--- config.mk ---
export PLATFORM = sky130hd
export DESIGN_NAME = riscv_fetch_unit
export DESIGN_NICKNAME = d
export VERILOG_FILES = /design/src/rtl/riscv_pkg.sv /design/src/rtl/riscv_fetch_unit_fifo.sv /design/src/rtl/riscv_fetch_unit.sv
export SDC_FILE = /design/constraint.sdc
export NUM_CORES = 1
export LEC_CHECK = 0
export ABC_AREA = 1
export ABC_CLOCK_PERIOD_IN_PS = 6100
export CAP_MARGIN = 25
export CORE_ASPECT_RATIO = 0.6
export CORE_MARGIN = 1.5
export CORE_UTILIZATION = 53
export CTS_CLUSTER_SIZE = 12
export DETAILED_ROUTE_END_ITERATION = 6
export MAX_ROUTING_LAYER = met4
export PLACE_DENSITY = 0.76
export SETUP_SLACK_MARGIN = 0.3
export SLEW_MARGIN = 20
export SYNTH_ARGS = -nofsm -noshare
export SYNTH_HDL_FRONTEND = slang
export SYNTH_SLANG_ARGS = --single-unit
export TNS_END_PERCENT = 5
--- constraint.sdc ---
create_clock -name clk -period 6.1 [get_ports clk]
set_input_delay 1.83 -clock clk [delete_from_list [all_inputs] [get_ports clk]]
set_output_delay 1.83 -clock clk [all_outputs]
set_load 0.1 [all_outputs]
--- src/rtl/riscv_pkg.sv ---
// rtl/riscv_pkg.sv - shared RISC-V core types and constants
//
// Purpose : constants, opcode encodings and fetch types shared by the
//           fetch front end and the pipelined core.
// Contents: NOP_WORD, OPC_* opcode encodings, fetch_state_t, fetch_entry_t.
package riscv_pkg;

    // ADDI x0,x0,0
    localparam logic [31:0] NOP_WORD = 32'h0000_0013;

    localparam logic [6:0] OPC_R      = 7'b0110011;
    localparam logic [6:0] OPC_I      = 7'b0010011;
    localparam logic [6:0] OPC_LOAD   = 7'b0000011;
    localparam logic [6:0] OPC_S      = 7'b0100011;
    localparam logic [6:0] OPC_B      = 7'b1100011;
    localparam logic [6:0] OPC_LUI    = 7'b0110111;
    localparam logic [6:0] OPC_AUIPC  = 7'b0010111;
    localparam logic [6:0] OPC_JAL    = 7'b1101111;
    localparam logic [6:0] OPC_JALR   = 7'b1100111;

    typedef enum logic [1:0] {
        ST_IDLE  = 2'd0,
        ST_FETCH = 2'd1,
        ST_DRAIN = 2'd2
    } fetch_state_t;

    typedef struct packed {
        logic [31:0] pc;
        logic [31:0] instr;
    } fetch_entry_t;

endpackage

--- src/rtl/riscv_fetch_unit_fifo.sv ---
// rtl/riscv_fetch_unit_fifo.sv - prefetch FIFO of {pc, instr} entries
//
// Purpose : small circular buffer between the memory response channel and
//           the core. Synchronous flush has priority over push/pop.
// Ports   : clk, rst (async active-low), push/push_data, pop, flush,
//           head (entry at read pointer), empty, full, count.
module fetch_fifo
    import riscv_pkg::*;
#(
    parameter int DEPTH = 4,
    localparam int AW   = $clog2(DEPTH)
) (
    input  logic         clk,
    input  logic         rst,
    input  logic         push,
    input  fetch_entry_t push_data,
    input  logic         pop,
    input  logic         flush,
    output fetch_entry_t head,
    output logic         empty,
    output logic         full,
    output logic [AW:0]  count
);

    fetch_entry_t  r_mem [DEPTH];
    logic [AW-1:0] r_wr_ptr;
    logic [AW-1:0] r_rd_ptr;
    logic [AW:0]   r_count;
    logic          w_do_pop;
    logic          w_do_push;

    assign empty = (r_count == '0);
    assign full  = (r_count == (AW+1)'(DEPTH));
    assign count = r_count;
    assign head  = r_mem[r_rd_ptr];

    // A pop frees a slot in the same cycle, so full+pop+push is accepted.
    assign w_do_pop  = pop && !empty;
    assign w_do_push = push && (!full || w_do_pop);

    always_ff @(posedge clk or negedge rst) begin
        if (!rst) begin
            r_wr_ptr <= '0;
            r_rd_ptr <= '0;
            r_count  <= '0;
        end else if (flush) begin
            r_wr_ptr <= '0;
            r_rd_ptr <= '0;
            r_count  <= '0;
        end else begin
            if (w_do_push) begin
                r_wr_ptr <= r_wr_ptr + 1'b1;
            end
            if (w_do_pop) begin
                r_rd_ptr <= r_rd_ptr + 1'b1;
            end
            r_count <= r_count + (AW+1)'(w_do_push) - (AW+1)'(w_do_pop);
        end
    end

    // Storage needs no reset: empty gates every read of it.
    always_ff @(posedge clk) begin
        if (w_do_push && !flush) begin
            r_mem[r_wr_ptr] <= push_data;
        end
    end

endmodule

--- src/rtl/riscv_fetch_unit.sv ---
// rtl/riscv_fetch_unit.sv - instruction fetch front end for the pipelined core
//
// Purpose : owns the fetch PC, issues sequential word reads to instruction
//           memory, buffers responses in a prefetch FIFO and presents them
//           to the core; redirects flush the FIFO and drop stale responses.
// Ports   : clk, rst (async active-low)
//           en                         - fetch enable
//           imem_req_valid/ready/addr  - request channel
//           imem_rsp_valid/data        - in-order response channel
//           redirect_valid/pc          - core branch/jump redirect
//           instr_ready                - core consumes the head entry
//           instruction/instr_pc/instr_valid - FIFO head (NOP/0 when empty)
module riscv_fetch_unit
    import riscv_pkg::*;
#(
    parameter logic [31:0] PC_RESET   = 32'h0000_0000,
    parameter int          FIFO_DEPTH = 4,
    parameter logic [31:0] NOP_WORD   = riscv_pkg::NOP_WORD
) (
    input  logic        clk,
    input  logic        rst,
    input  logic        en,
    output logic        imem_req_valid,
    input  logic        imem_req_ready,
    output logic [31:0] imem_req_addr,
    input  logic        imem_rsp_valid,
    input  logic [31:0] imem_rsp_data,
    input  logic        redirect_valid,
    input  logic [31:0] redirect_pc,
    input  logic        instr_ready,
    output logic [31:0] instruction,
    output logic [31:0] instr_pc,
    output logic        instr_valid
);

    localparam int CW = $clog2(FIFO_DEPTH) + 1;

    fetch_state_t  r_state;
    fetch_state_t  w_state_nxt;
    logic [31:0]   r_fetch_pc;
    logic [31:0]   r_rsp_pc;
    logic [31:0]   w_redirect_target;
    logic [CW-1:0] r_outstanding;
    logic [CW-1:0] w_outstanding_nxt;
    logic [CW-1:0] r_drop_cnt;
    logic [CW-1:0] w_drop_cnt_nxt;
    logic [CW-1:0] w_fifo_count;
    logic [CW:0]   w_credits_used;
    logic          w_hs;
    logic          w_rsp_acc;
    logic          w_rsp_drop;
    logic          w_push;
    logic          w_pop;
    logic          w_fifo_empty;
    logic          w_fifo_full;
    fetch_entry_t  w_push_entry;
    fetch_entry_t  w_head;

    assign w_redirect_target = redirect_pc & 32'hFFFF_FFFC;

    // Every FIFO slot plus every in-flight request consumes one credit, so
    // a response always has room to land.
    assign w_credits_used = {1'b0, w_fifo_count} + {1'b0, r_outstanding};
    assign imem_req_valid = (r_state == ST_FETCH) && en
                         && (w_credits_used < (CW+1)'(FIFO_DEPTH));
    assign imem_req_addr  = r_fetch_pc;

    assign w_hs       = imem_req_valid && imem_req_ready;
    assign w_rsp_acc  = imem_rsp_valid && (r_outstanding != '0);
    assign w_rsp_drop = w_rsp_acc && (r_drop_cnt != '0);
    assign w_push     = w_rsp_acc && !w_rsp_drop && (r_state == ST_FETCH)
                     && !redirect_valid;
    assign w_pop      = instr_valid && instr_ready && !redirect_valid;

    assign w_outstanding_nxt = r_outstanding + CW'(w_hs) - CW'(w_rsp_acc);

    // On redirect everything still in flight after this cycle is stale,
    // including a request handshaking right now.
    always_comb begin
        w_drop_cnt_nxt = r_drop_cnt;
        if (redirect_valid) begin
            w_drop_cnt_nxt = w_outstanding_nxt;
        end else if (w_rsp_drop) begin
            w_drop_cnt_nxt = r_drop_cnt - CW'(1);
        end
    end

    always_comb begin
        w_state_nxt = r_state;
        case (r_state)
            ST_IDLE: begin
                if (en) begin
                    w_state_nxt = ST_FETCH;
                end
            end
            ST_FETCH: begin
                if (!en && (r_outstanding == '0)) begin
                    w_state_nxt = ST_IDLE;
                end
            end
            ST_DRAIN: begin
                if (w_drop_cnt_nxt == '0) begin
                    w_state_nxt = en ? ST_FETCH : ST_IDLE;
                end
            end
            default: w_state_nxt = ST_IDLE;
        endcase
        if (redirect_valid) begin
            w_state_nxt = (w_drop_cnt_nxt != '0) ? ST_DRAIN : ST_FETCH;
        end
    end

    always_ff @(posedge clk or negedge rst) begin
        if (!rst) begin
            r_state       <= ST_IDLE;
            r_fetch_pc    <= PC_RESET;
            r_rsp_pc      <= PC_RESET;
            r_outstanding <= '0;
            r_drop_cnt    <= '0;
        end else begin
            r_state       <= w_state_nxt;
            r_outstanding <= w_outstanding_nxt;
            r_drop_cnt    <= w_drop_cnt_nxt;
            if (redirect_valid) begin
                r_fetch_pc <= w_redirect_target;
                r_rsp_pc   <= w_redirect_target;
            end else begin
                if (w_hs) begin
                    r_fetch_pc <= r_fetch_pc + 32'd4;
                end
                if (w_push) begin
                    r_rsp_pc <= r_rsp_pc + 32'd4;
                end
            end
        end
    end

    assign w_push_entry.pc    = r_rsp_pc;
    assign w_push_entry.instr = imem_rsp_data;

    fetch_fifo #(
        .DEPTH (FIFO_DEPTH)
    ) u_fifo (
        .clk       (clk),
        .rst       (rst),
        .push      (w_push),
        .push_data (w_push_entry),
        .pop       (w_pop),
        .flush     (redirect_valid),
        .head      (w_head),
        .empty     (w_fifo_empty),
        .full      (w_fifo_full),
        .count     (w_fifo_count)
    );

    assign instr_valid = !w_fifo_empty;
    assign instruction = w_fifo_empty ? NOP_WORD : w_head.instr;
    assign instr_pc    = w_fifo_empty ? 32'h0 : w_head.pc;

    a_no_overflow: assert property (@(posedge clk) disable iff (!rst)
        !(w_push && w_fifo_full && !w_pop));

endmodule

==> flow_metrics.py, run 1 <==
metrics = {
    "grt": {
        "grt_first_pass_wirelength_um": 56000,
        "grt_max_degree": 79,
        "grt_overflow": 0,
        "track_usage_pct": 25.9,
        "grt_pass1_vias": 10200,
        "antenna_found_initial": 0,
    },
    "floorplanning": {
        "io_pins": 169,
        "start_util_pct": 54.6,
        "rows": 46,
        "die_w_um": 217,
        "die_area_um2": 28600,
        "coreArea_um2": 26800,
        "die_height_um": 132,
    },
    "critical_path": {
        "cp-start-kind": "flop",
        "crit_path_end_kind": "output pin",
        "worst-r2r-cell-count": 10,
        "crit_required_ns": 4.27,
        "critPathKind": "flop to output pin",
        "arrival_ns": 3.08,
        "worst-path-max-fanout": 78,
    },
    "status": {
        "status": "complete, no violations",
    },
    "layout": {
        "nFillCells": 2086,
        "area_delta_synth_final_pct": 18.9,
        "antenna_cells": 0,
        "layout-drive-gt1-share_pct": 9.85,
        "nNetsFinal": 1658,
        "finalNonFillerCells": 1943,
        "utilization_pct": 64.9,
    },
    "detailed_routing": {
        "drt_first_pass_iters": 5,
        "drt_iter0_markers": 1105,
        "drt-wirelength-per-cell_um": 18.4,
        "dr_total_vias": 10900,
        "routed_via_density": 5.59,
        "wl_um": 35700,
        "drc": 0,
        "antenna_left": 0,
    },
    "logic_synthesis": {
        "netlist_instances": 1428,
        "syn_area_per_cell_um2": 10.2,
        "yosysSeqAreaShare_pct": 63.8,
        "synth_area_leaders": "edfxtp_1 51%, dfrtp_1 13%, nor2_1 8.2%",
        "synth_xor_area_share_pct": 2.52,
        "synth_top_area_share_pct": 51.0,
        "yosys.area.top_type": "edfxtp_1",
        "synth_cell_types": 48,
        "synth_area_um2": 14600,
        "synth_mux_area_share_pct": 0,
        "synthAdderAreaFrac_pct": 1.47,
        "ys_seq_elements": 323,
        "synth_compound_area_share_pct": 9.54,
        "yosys_warnings": 0,
        "synth_top_family_by_area": "simple AND/OR/NAND/NOR gates",
        "synth-simple-area-share_pct": 18.4,
    },
    "sta": {
        "timing_hold_violations_final": 0,
        "drv_slew": 0,
        "whs_ns": 0.576,
        "setup_viol": 0,
        "fmax_mhz": 204,
        "relSlewSlack_pct": 32.4,
        "rsz0062_at_grt": "no",
        "min_period_ns": 4.91,
        "finalCritPeriodShare_pct": 80.6,
        "finClkSkew_ns": 0.00775,
        "max_slew.worst_pin.slew_ns": 1.01,
    },
    "power": {
        "p_leak_nw": 6.56,
        "peakVddDrop_mv": 0.348,
        "p_per_area_nw_per_um2": 438,
        "finalPower_mw": 7.62,
    },
    "place": {
        "place.gp.congestion": 0.979,
        "dpl.hpwl_um": 22400,
        "place_inst": 1896,
        "io_buffers": 162,
    },
    "job": {
        "maxCapViolCount": 0,
    },
    "clock_network": {
        "cts-htree-levels": 1,
        "cts_root_buf": "clkbuf_16",
        "cts_sinks": 323,
        "clkLatencyLatePin_ns": 0.58,
        "clockBufferDepth": 3,
        "clkTransAtPathRegs_ns": 0.06,
        "cts_resized": 0,
        "cts_setup_buffers": 0,
        "cts-buffers-inserted": 31,
        "postCtsHoldBufs": 0,
        "cts_tree": "yes",
    },
    "hold_path": {
        "min_path_type": "flop to flop",
        "hold_depth": 0,
    },
}
## stage by stage
stage	area (µm²)	TNS, ns	setup WS [ns]
floorplan	14600	-0.00154	-0.000770
finish	17400	0	1.19
global route	17400	0	0.984
detailed placement	16400	0	1.28
CTS	17300	0	1.02
global placement	16400	0	1.30
## layout make-up
type	instances	area [µm²]	area share (%)
tap	360	450	2.59
multi-input combinational	955	4720	27.1
sequential	323	9330	53.7
clock buffer	43	852	4.90
timing repair buffer	174	1650	9.52
inverter	86	324	1.86
clock inverter	2	50.0	0.288
## power breakdown
| group | total [mW] | internal, mW | switching (mW) | leakage [nW] |
|---|---|---|---|---|
| sequential | 2.67 | 2.48 | 0.186 | 3.13 |
| clock | 1.77 | 1.00 | 0.772 | 0.437 |
| combinational | 3.18 | 0.641 | 2.54 | 2.99 |
| total | 7.62 | 4.12 | 3.50 | 6.56 |
## cell usage in the layout, fill, tap and decap left out, types with 2 or more instances in the layout
cell type        instances
a21oi_1                 76
a22oi_1                  2
a31oi_1                  8
buf_12                   7
buf_4                   68
clkbuf_1                10
clkbuf_16               32
clkdlybuf4s50_1         97
conb_1                   4
dfrtp_1                 73
edfxtp_1               248
fa_1                     2
ha_1                    14
inv_1                   77
inv_2                    8
nand2_1                193
nand2_2                  9
nand3_1                 50
nand3_2                  3
nand3b_1                 2
nand4_1                 19
nor2_1                 316
nor2_2                   4
nor2_4                   9
nor3_1                  17
nor3_2                   2
nor3_4                   2
nor4_1                   2
o211ai_1                18
o21ai_0                140
o221ai_1                 4
o311ai_0                 2
o311ai_1                 2
xnor2_1                 12
xor2_1                  30
## synthesized netlist by cell type (all sizes together)
library cell  number
a21boi             1
a21oi             76
a22oi              2
a31oi              8
and2               1
and3               1
buf               34
clkbuf            33
clkinv             1
conb               1
dfrtp             75
edfxtp           248
fa                 2
ha                14
inv               85
nand2            203
nand3             54
nand3b             2
nand4             20
nor2             329
nor3              21
nor4               2
o211ai            18
o21a               1
o21ai            141
o21bai             1
o221ai             4
o311ai             4
o31ai              1
o41ai              1
or2                2
xnor2             12
xor2              30
## worst max-delay path, cell delays in order, from the launching register on
cell	delay, ns
dfrtp_4	0.79
buf_4	0.77
nor2_1	0.12
nor2_1	0.13
o21ai_0	0.13
a21oi_1	0.19
buf_4	0.33
## state kept, by name (all words and copies together) (netlist names)
register	count
u_fifo.r_mem	248
imem_req_addr	30
r_rsp_pc	30
r_drop_cnt	3
r_outstanding	3
u_fifo.count	3
r_state	2
u_fifo.r_rd_ptr	2
u_fifo.r_wr_ptr	2
## kinds of logic (layout without fill, tap and decap cells)
kind of cell | count (synthesis) | after routing
flops | 323 | 323
buf+inv | 153 | 305
simple gates | 635 | 635
xor+xnor | 42 | 42
fa+ha+maj | 16 | 16
other cells | 1 | 4
compound gates | 258 | 258
## path summary, 6_finish.rpt
check	from	endpoint	slack, ns
setup / recovery	u_fifo.r_rd_ptr[0]	instruction[16]	1.19
hold / removal	r_rsp_pc[31]	u_fifo.r_mem[0][63]	0.58
setup reg to reg	r_drop_cnt[0]	u_fifo.r_mem[3][22]	3.00
hold reg to reg	r_rsp_pc[31]	u_fifo.r_mem[0][63]	0.58
max in group asynchronous	rst	r_rsp_pc[16]	4.34
min in group asynchronous	rst	r_state[0]	1.18
## layer usage
metal	vias to the layer above	global-route usage (%)	share of wire, %
li1	5156	-	-
met3	36	4.84	8.4
met4	0	4.55	1.3
met1	5225	39.5	47
met5	-	-	0
met2	447	36.5	43
Power figures use the tool's default switching activity.
==> run 2: changes to the inputs <==
--- a/config.mk
+++ b/config.mk
@@ -6,7 +6,7 @@
 export NUM_CORES = 1
 export LEC_CHECK = 0
 export ABC_AREA = 1
-export ABC_CLOCK_PERIOD_IN_PS = 6100
+export ABC_CLOCK_PERIOD_IN_PS = 5000
 export CAP_MARGIN = 25
 export CORE_ASPECT_RATIO = 0.6
 export CORE_MARGIN = 1.5
==> constraint.sdc (replaced) <==
create_clock -name clk -period 5 [get_ports clk]
set_input_delay 1.5 -clock clk [delete_from_list [all_inputs] [get_ports clk]]
set_output_delay 1.5 -clock clk [all_outputs]
set_load 0.1 [all_outputs]
==> flow_metrics.py, run 2 (synthesized netlist as in run 1, its figures left out) <==
metrics = {
    "status": {
        "status": "complete, no violations",
    },
    "critical_path": {
        "worst-r2r-cell-count": 15,
        "crit_required_ns": 3.50,
        "critPathKind": "flop to output pin",
        "cp-start-kind": "flop",
        "arrival_ns": 2.71,
        "worst-path-max-fanout": 34,
        "reg2reg_slack_ns": 1.87,
        "timing.rr.start": "u_fifo.count[2]",
        "r2r_end": "r_state[0]",
        "crit_path_end_kind": "output pin",
    },
    "layout": {
        "nNetsFinal": 1661,
        "finalNonFillerCells": 1946,
        "largest_register": "u_fifo.r_mem",
        "area_delta_synth_final_pct": 23.9,
        "antenna_cells": 0,
        "largest_register_ffs": 248,
        "layout-drive-gt1-share_pct": 9.96,
        "nFillCells": 1930,
        "layout_commonest_cell": "nor2_1",
        "layout_common_cells": "316 x nor2_1, 248 x edfxtp_1, 193 x nand2_1, 140 x o21ai_0, 97 x clkdlybuf4s50_1",
    },
    "sta": {
        "finClkSkew_ns": 0.0260,
        "drv_slew": 0,
        "layout_setup_ws_ns": 0.788,
        "fmax_mhz": 237,
        "setup_viol": 0,
        "max_slew.worst_pin.slew_ns": 1.01,
        "finalCritPeriodShare_pct": 84.2,
        "min_period_ns": 4.21,
        "relSlewSlack_pct": 32.6,
        "whs_ns": 0.585,
        "tns_ns": 0,
        "timing_hold_violations_final": 0,
        "rsz0062_at_grt": "no",
    },
    "place": {
        "place.gp.congestion": 0.966,
        "dpl.hpwl_um": 22800,
        "place_inst": 1900,
        "io_buffers": 162,
        "pre_cts_slack_ns": 0.695,
    },
    "floorplanning": {
        "coreArea_um2": 26800,
        "die_area_um2": 28600,
        "io_pins": 169,
        "die_height_um": 132,
        "die_w_um": 217,
        "rows": 46,
        "start_util_pct": 54.6,
    },
    "clock_network": {
        "cts_root_buf": "clkbuf_16",
        "cts-buffers-inserted": 31,
        "clkLatencyLatePin_ns": 0.57,
        "clkTransAtPathRegs_ns": 0.06,
        "cts_resized": 0,
        "postCtsHoldBufs": 0,
        "cts_setup_buffers": 0,
        "cts_sinks": 323,
        "cts-htree-levels": 1,
        "cts_tree": "yes",
        "clockBufferDepth": 3,
    },
    "grt": {
        "grt.busiest_layer": "met2",
        "grt_first_pass_wirelength_um": 57600,
        "grt_overflow": 0,
        "antenna_found_initial": 0,
        "grt_max_degree": 76,
        "grtUsageMet1_pct": 37.9,
        "met2_usage_pct": 39.5,
        "track_usage_pct": 26.3,
        "grt_pass1_vias": 10800,
        "grtUsageMet3_pct": 4.72,
    },
    "hold_path": {
        "min_from": "r_rsp_pc[31]",
        "min_path_type": "flop to flop",
        "min_delay_worst_endpoint": "u_fifo.r_mem[3][63]",
        "hold_depth": 0,
    },
    "power": {
        "p_leak_nw": 6.74,
        "peakVddDrop_mv": 0.376,
        "p_per_area_nw_per_um2": 548,
        "finalPower_mw": 9.93,
    },
    "detailed_routing": {
        "drt-wirelength-per-cell_um": 18.8,
        "routed_via_density": 5.70,
        "antenna_left": 0,
        "drt_iter0_markers": 1095,
        "dr_total_vias": 11100,
        "drc": 0,
        "drt_first_pass_iters": 5,
        "wl_um": 36500,
    },
    "job": {
        "maxCapViolCount": 0,
    },
}
==> run 2: layout make-up <==
cell class / count / area, µm² / share of cell area (%)
flip-flops and latches: 323 / 9330 / 51.5
multi-input cells: 955 / 4720 / 26.1
repair buffers: 177 / 2440 / 13.5
clock buffers: 41 / 813 / 4.49
clock inverters: 4 / 33.8 / 0.187
inverters: 86 / 324 / 1.79
well taps: 360 / 450 / 2.49
==> run 2: worst max path at each step <==
| stage | endpoint | start | slack [ns] |
|---|---|---|---|
| after floorplan | u_fifo.r_mem[0][0] | imem_rsp_valid | -0.13 |
| after global placement | r_state[0] | en | 0.77 |
| final | instruction[4] | u_fifo.r_rd_ptr[0] | 0.79 |
| after CTS | instruction[4] | u_fifo.r_rd_ptr[0] | 0.77 |
| after global routing | instruction[4] | u_fifo.r_rd_ptr[0] | 0.65 |
| after detailed placement | r_state[0] | en | 0.69 |
==> run 2: power breakdown <==
group	internal [mW]	switching, mW
sequential	3.03	0.183
combinational	1.36	3.29
clock	1.13	0.939
total	5.52	4.41
==> run 2: per-layer routing <==
layer  up-vias  routed length [µm]
met5         -                   0
met4         0                 603
met3        54                3380
met2       563               16400
met1      5304               16200
li1       5164                   -
==> run 2: through the flow <==
step / cell area (µm²) / util [%]
after floorplan: 14600 / -
after global placement: 17200 / 64.4
after detailed placement: 17200 / 64.4
after CTS: 18100 / 67.6
after global routing: 18100 / 67.7
final: 18100 / 67.7
==> run 2: critical path: stages (launching register included) <==
cell	delay, ns
dfrtp_4	0.50
inv_2	0.41
buf_4	0.41
nor2_1	0.08
o311ai_1	0.48
buf_12	0.25
==> run 3: changes to the inputs <==
--- a/config.mk
+++ b/config.mk
@@ -6,15 +6,15 @@
 export NUM_CORES = 1
 export LEC_CHECK = 0
 export ABC_AREA = 1
-export ABC_CLOCK_PERIOD_IN_PS = 5000
+export ABC_CLOCK_PERIOD_IN_PS = 3400
 export CAP_MARGIN = 25
 export CORE_ASPECT_RATIO = 0.6
 export CORE_MARGIN = 1.5
-export CORE_UTILIZATION = 53
+export CORE_UTILIZATION = 51
 export CTS_CLUSTER_SIZE = 12
 export DETAILED_ROUTE_END_ITERATION = 6
 export MAX_ROUTING_LAYER = met4
-export PLACE_DENSITY = 0.76
+export PLACE_DENSITY = 0.77
 export SETUP_SLACK_MARGIN = 0.3
 export SLEW_MARGIN = 20
 export SYNTH_ARGS = -nofsm -noshare
==> constraint.sdc (replaced) <==
create_clock -name clk -period 3.4 [get_ports clk]
set_input_delay 1.02 -clock clk [delete_from_list [all_inputs] [get_ports clk]]
set_output_delay 1.02 -clock clk [all_outputs]
set_load 0.1 [all_outputs]
==> flow_metrics.py, run 3 (synthesized netlist as in run 1, its figures left out) <==
metrics = {
    "clock_network": {
        "clkLatencyLatePin_ns": 0.57,
        "cts_tree": "yes",
        "cts-buffers-inserted": 31,
        "clockBufferDepth": 3,
        "cts-htree-levels": 1,
        "clkTransAtPathRegs_ns": 0.06,
        "postCtsHoldBufs": 0,
        "cts_root_buf": "clkbuf_16",
        "cts_sinks": 323,
    },
    "floorplanning": {
        "start_util_pct": 52.4,
        "die_area_um2": 29700,
        "coreArea_um2": 27900,
        "io_pins": 169,
        "rows": 47,
        "die_w_um": 222,
        "die_height_um": 134,
    },
    "critical_path": {
        "crit_required_ns": 2.38,
        "worst-r2r-cell-count": 15,
        "arrival_ns": 2.22,
        "cp-start-kind": "flop",
        "path_cells": "buf_12 -> buf_16 -> nor2_1 -> nor2_1 -> o21ai_0 -> a21oi_2 -> buf_12",
        "r2r_end": "r_state[0]",
        "cp_slowest_cell": "dfrtp_4",
        "timing.rr.start": "u_fifo.count[2]",
        "slowest_delay_ns": 0.57,
        "critPathKind": "flop to output pin",
        "crit_path_end_kind": "output pin",
        "reg2reg_slack_ns": 0.50,
        "worst-path-max-fanout": 8,
    },
    "layout": {
        "regArea_um2": 9330,
        "largest_register_ffs": 248,
        "nNetsFinal": 1700,
        "area_delta_synth_final_pct": 29.3,
        "nFillCells": 2014,
        "multiInputGateArea_um2": 4920,
        "utilization_pct": 67.8,
        "layout_commonest_cell": "nor2_1",
        "layout-drive-gt1-share_pct": 16.6,
        "antenna_cells": 0,
        "layout_common_cells": "315 x nor2_1, 248 x edfxtp_1, 192 x nand2_1, 133 x o21ai_0, 78 x buf_12",
        "largest_register": "u_fifo.r_mem",
    },
    "power": {
        "p_leak_nw": 7.08,
        "peakVddDrop_mv": 0.744,
        "finalPower_mw": 15.6,
        "p_per_area_nw_per_um2": 826,
    },
    "grt": {
        "track_usage_pct": 27.6,
        "antenna_found_initial": 0,
        "grt_max_degree": 47,
        "grt_first_pass_wirelength_um": 61700,
        "grt_overflow": 0,
        "grt_pass1_vias": 10800,
    },
    "sta": {
        "drv_slew": 0,
        "min_period_ns": 3.24,
        "rsz0062_at_grt": "yes",
        "setup_viol": 0,
        "timing_hold_violations_final": 0,
        "fmax_mhz": 309,
        "finClkSkew_ns": 0.0135,
        "tns_ns": 0,
        "max_slew.worst_pin.slew_ns": 0.630,
        "finalCritPeriodShare_pct": 95.2,
        "layout_setup_ws_ns": 0.164,
        "relSlewSlack_pct": 57.7,
    },
    "detailed_routing": {
        "drt_iter0_markers": 1137,
        "drc": 0,
        "wl_um": 40300,
        "routed_via_density": 5.72,
        "drt_first_pass_iters": 6,
        "antenna_left": 0,
        "drt-wirelength-per-cell_um": 20.1,
        "dr_total_vias": 11500,
    },
    "hold_path": {
        "min_path_type": "input port to asynchronous set/reset pin",
    },
    "status": {
        "status": "complete, no violations",
    },
    "place": {
        "io_buffers": 162,
        "pre_cts_slack_ns": -0.160,
        "place.gp.congestion": 0.971,
        "dpl.hpwl_um": 25200,
    },
    "job": {
        "maxCapViolCount": 0,
    },
}
run 3: power breakdown:
| part | switching [mW] | total, mW | internal (mW) |
|---|---|---|---|
| sequential | 0.291 | 4.74 | 4.45 |
| clock | 1.42 | 3.20 | 1.78 |
| combinational | 5.15 | 7.68 | 2.54 |
| total | 6.86 | 15.6 | 8.77 |
run 3: through the flow:
step,area (µm²),hold WS [ns],cells
5_1_grt,18900,0.501,2004
4_1_cts,18800,0.472,2001
3_3_place_gp,17500,0.553,1930
3_5_place_dp,17500,0.550,1930
6_report,18900,0.465,2004
2_1_floorplan,14700,0.476,1431
run 3: layout make-up:
| class | instances | share of cell area (%) |
|---|---|---|
| Sequential cell | 323 | 49.4 |
| Multi-Input combinational cell | 955 | 26.0 |
| Timing Repair Buffer | 216 | 15.7 |
| Clock buffer | 54 | 4.56 |
| Tap cell | 367 | 2.43 |
| Inverter | 86 | 1.75 |
| Clock inverter | 3 | 0.205 |
run 3: timing repair:
action,4_1_cts,5_1_grt
pin swaps,10,10
resized for setup,49,15
endpoints found under the hold margin,0,0
setup endpoints to repair,63,64
setup buffers,8,1
gates cloned,6,2
run 3: worst max path at each step:
stage | startpoint | end | slack (ns) | cells past startpoint
3_5_place_dp | en | r_state[0] | -0.16 | 14
4_1_cts | u_fifo.r_rd_ptr[0] | instr_pc[7] | 0.20 | 7
6_report | u_fifo.r_rd_ptr[0] | instr_pc[22] | 0.16 | 7
3_3_place_gp | en | r_state[0] | -0.09 | 14
5_1_grt | u_fifo.r_rd_ptr[0] | instruction[17] | 0.11 | 7
2_1_floorplan | en | r_state[0] | -0.28 | 13
run 3: metal layers:
metal	track usage, %	routed length [µm]	up-vias	part of all wire, %
li1	-	-	5271	-
met1	41.6	18200	5607	45
met2	40.3	18100	531	45
met3	4.10	3410	54	8.5
met4	4.98	560	0	1.4
met5	-	0	-	0
run 3: critical path, delay by kind of cell (launching register included):
family,cells,cell delay [ns]
buf+inv,3,0.54
flops,1,0.57
compound gates,2,0.40
simple gates,2,0.12
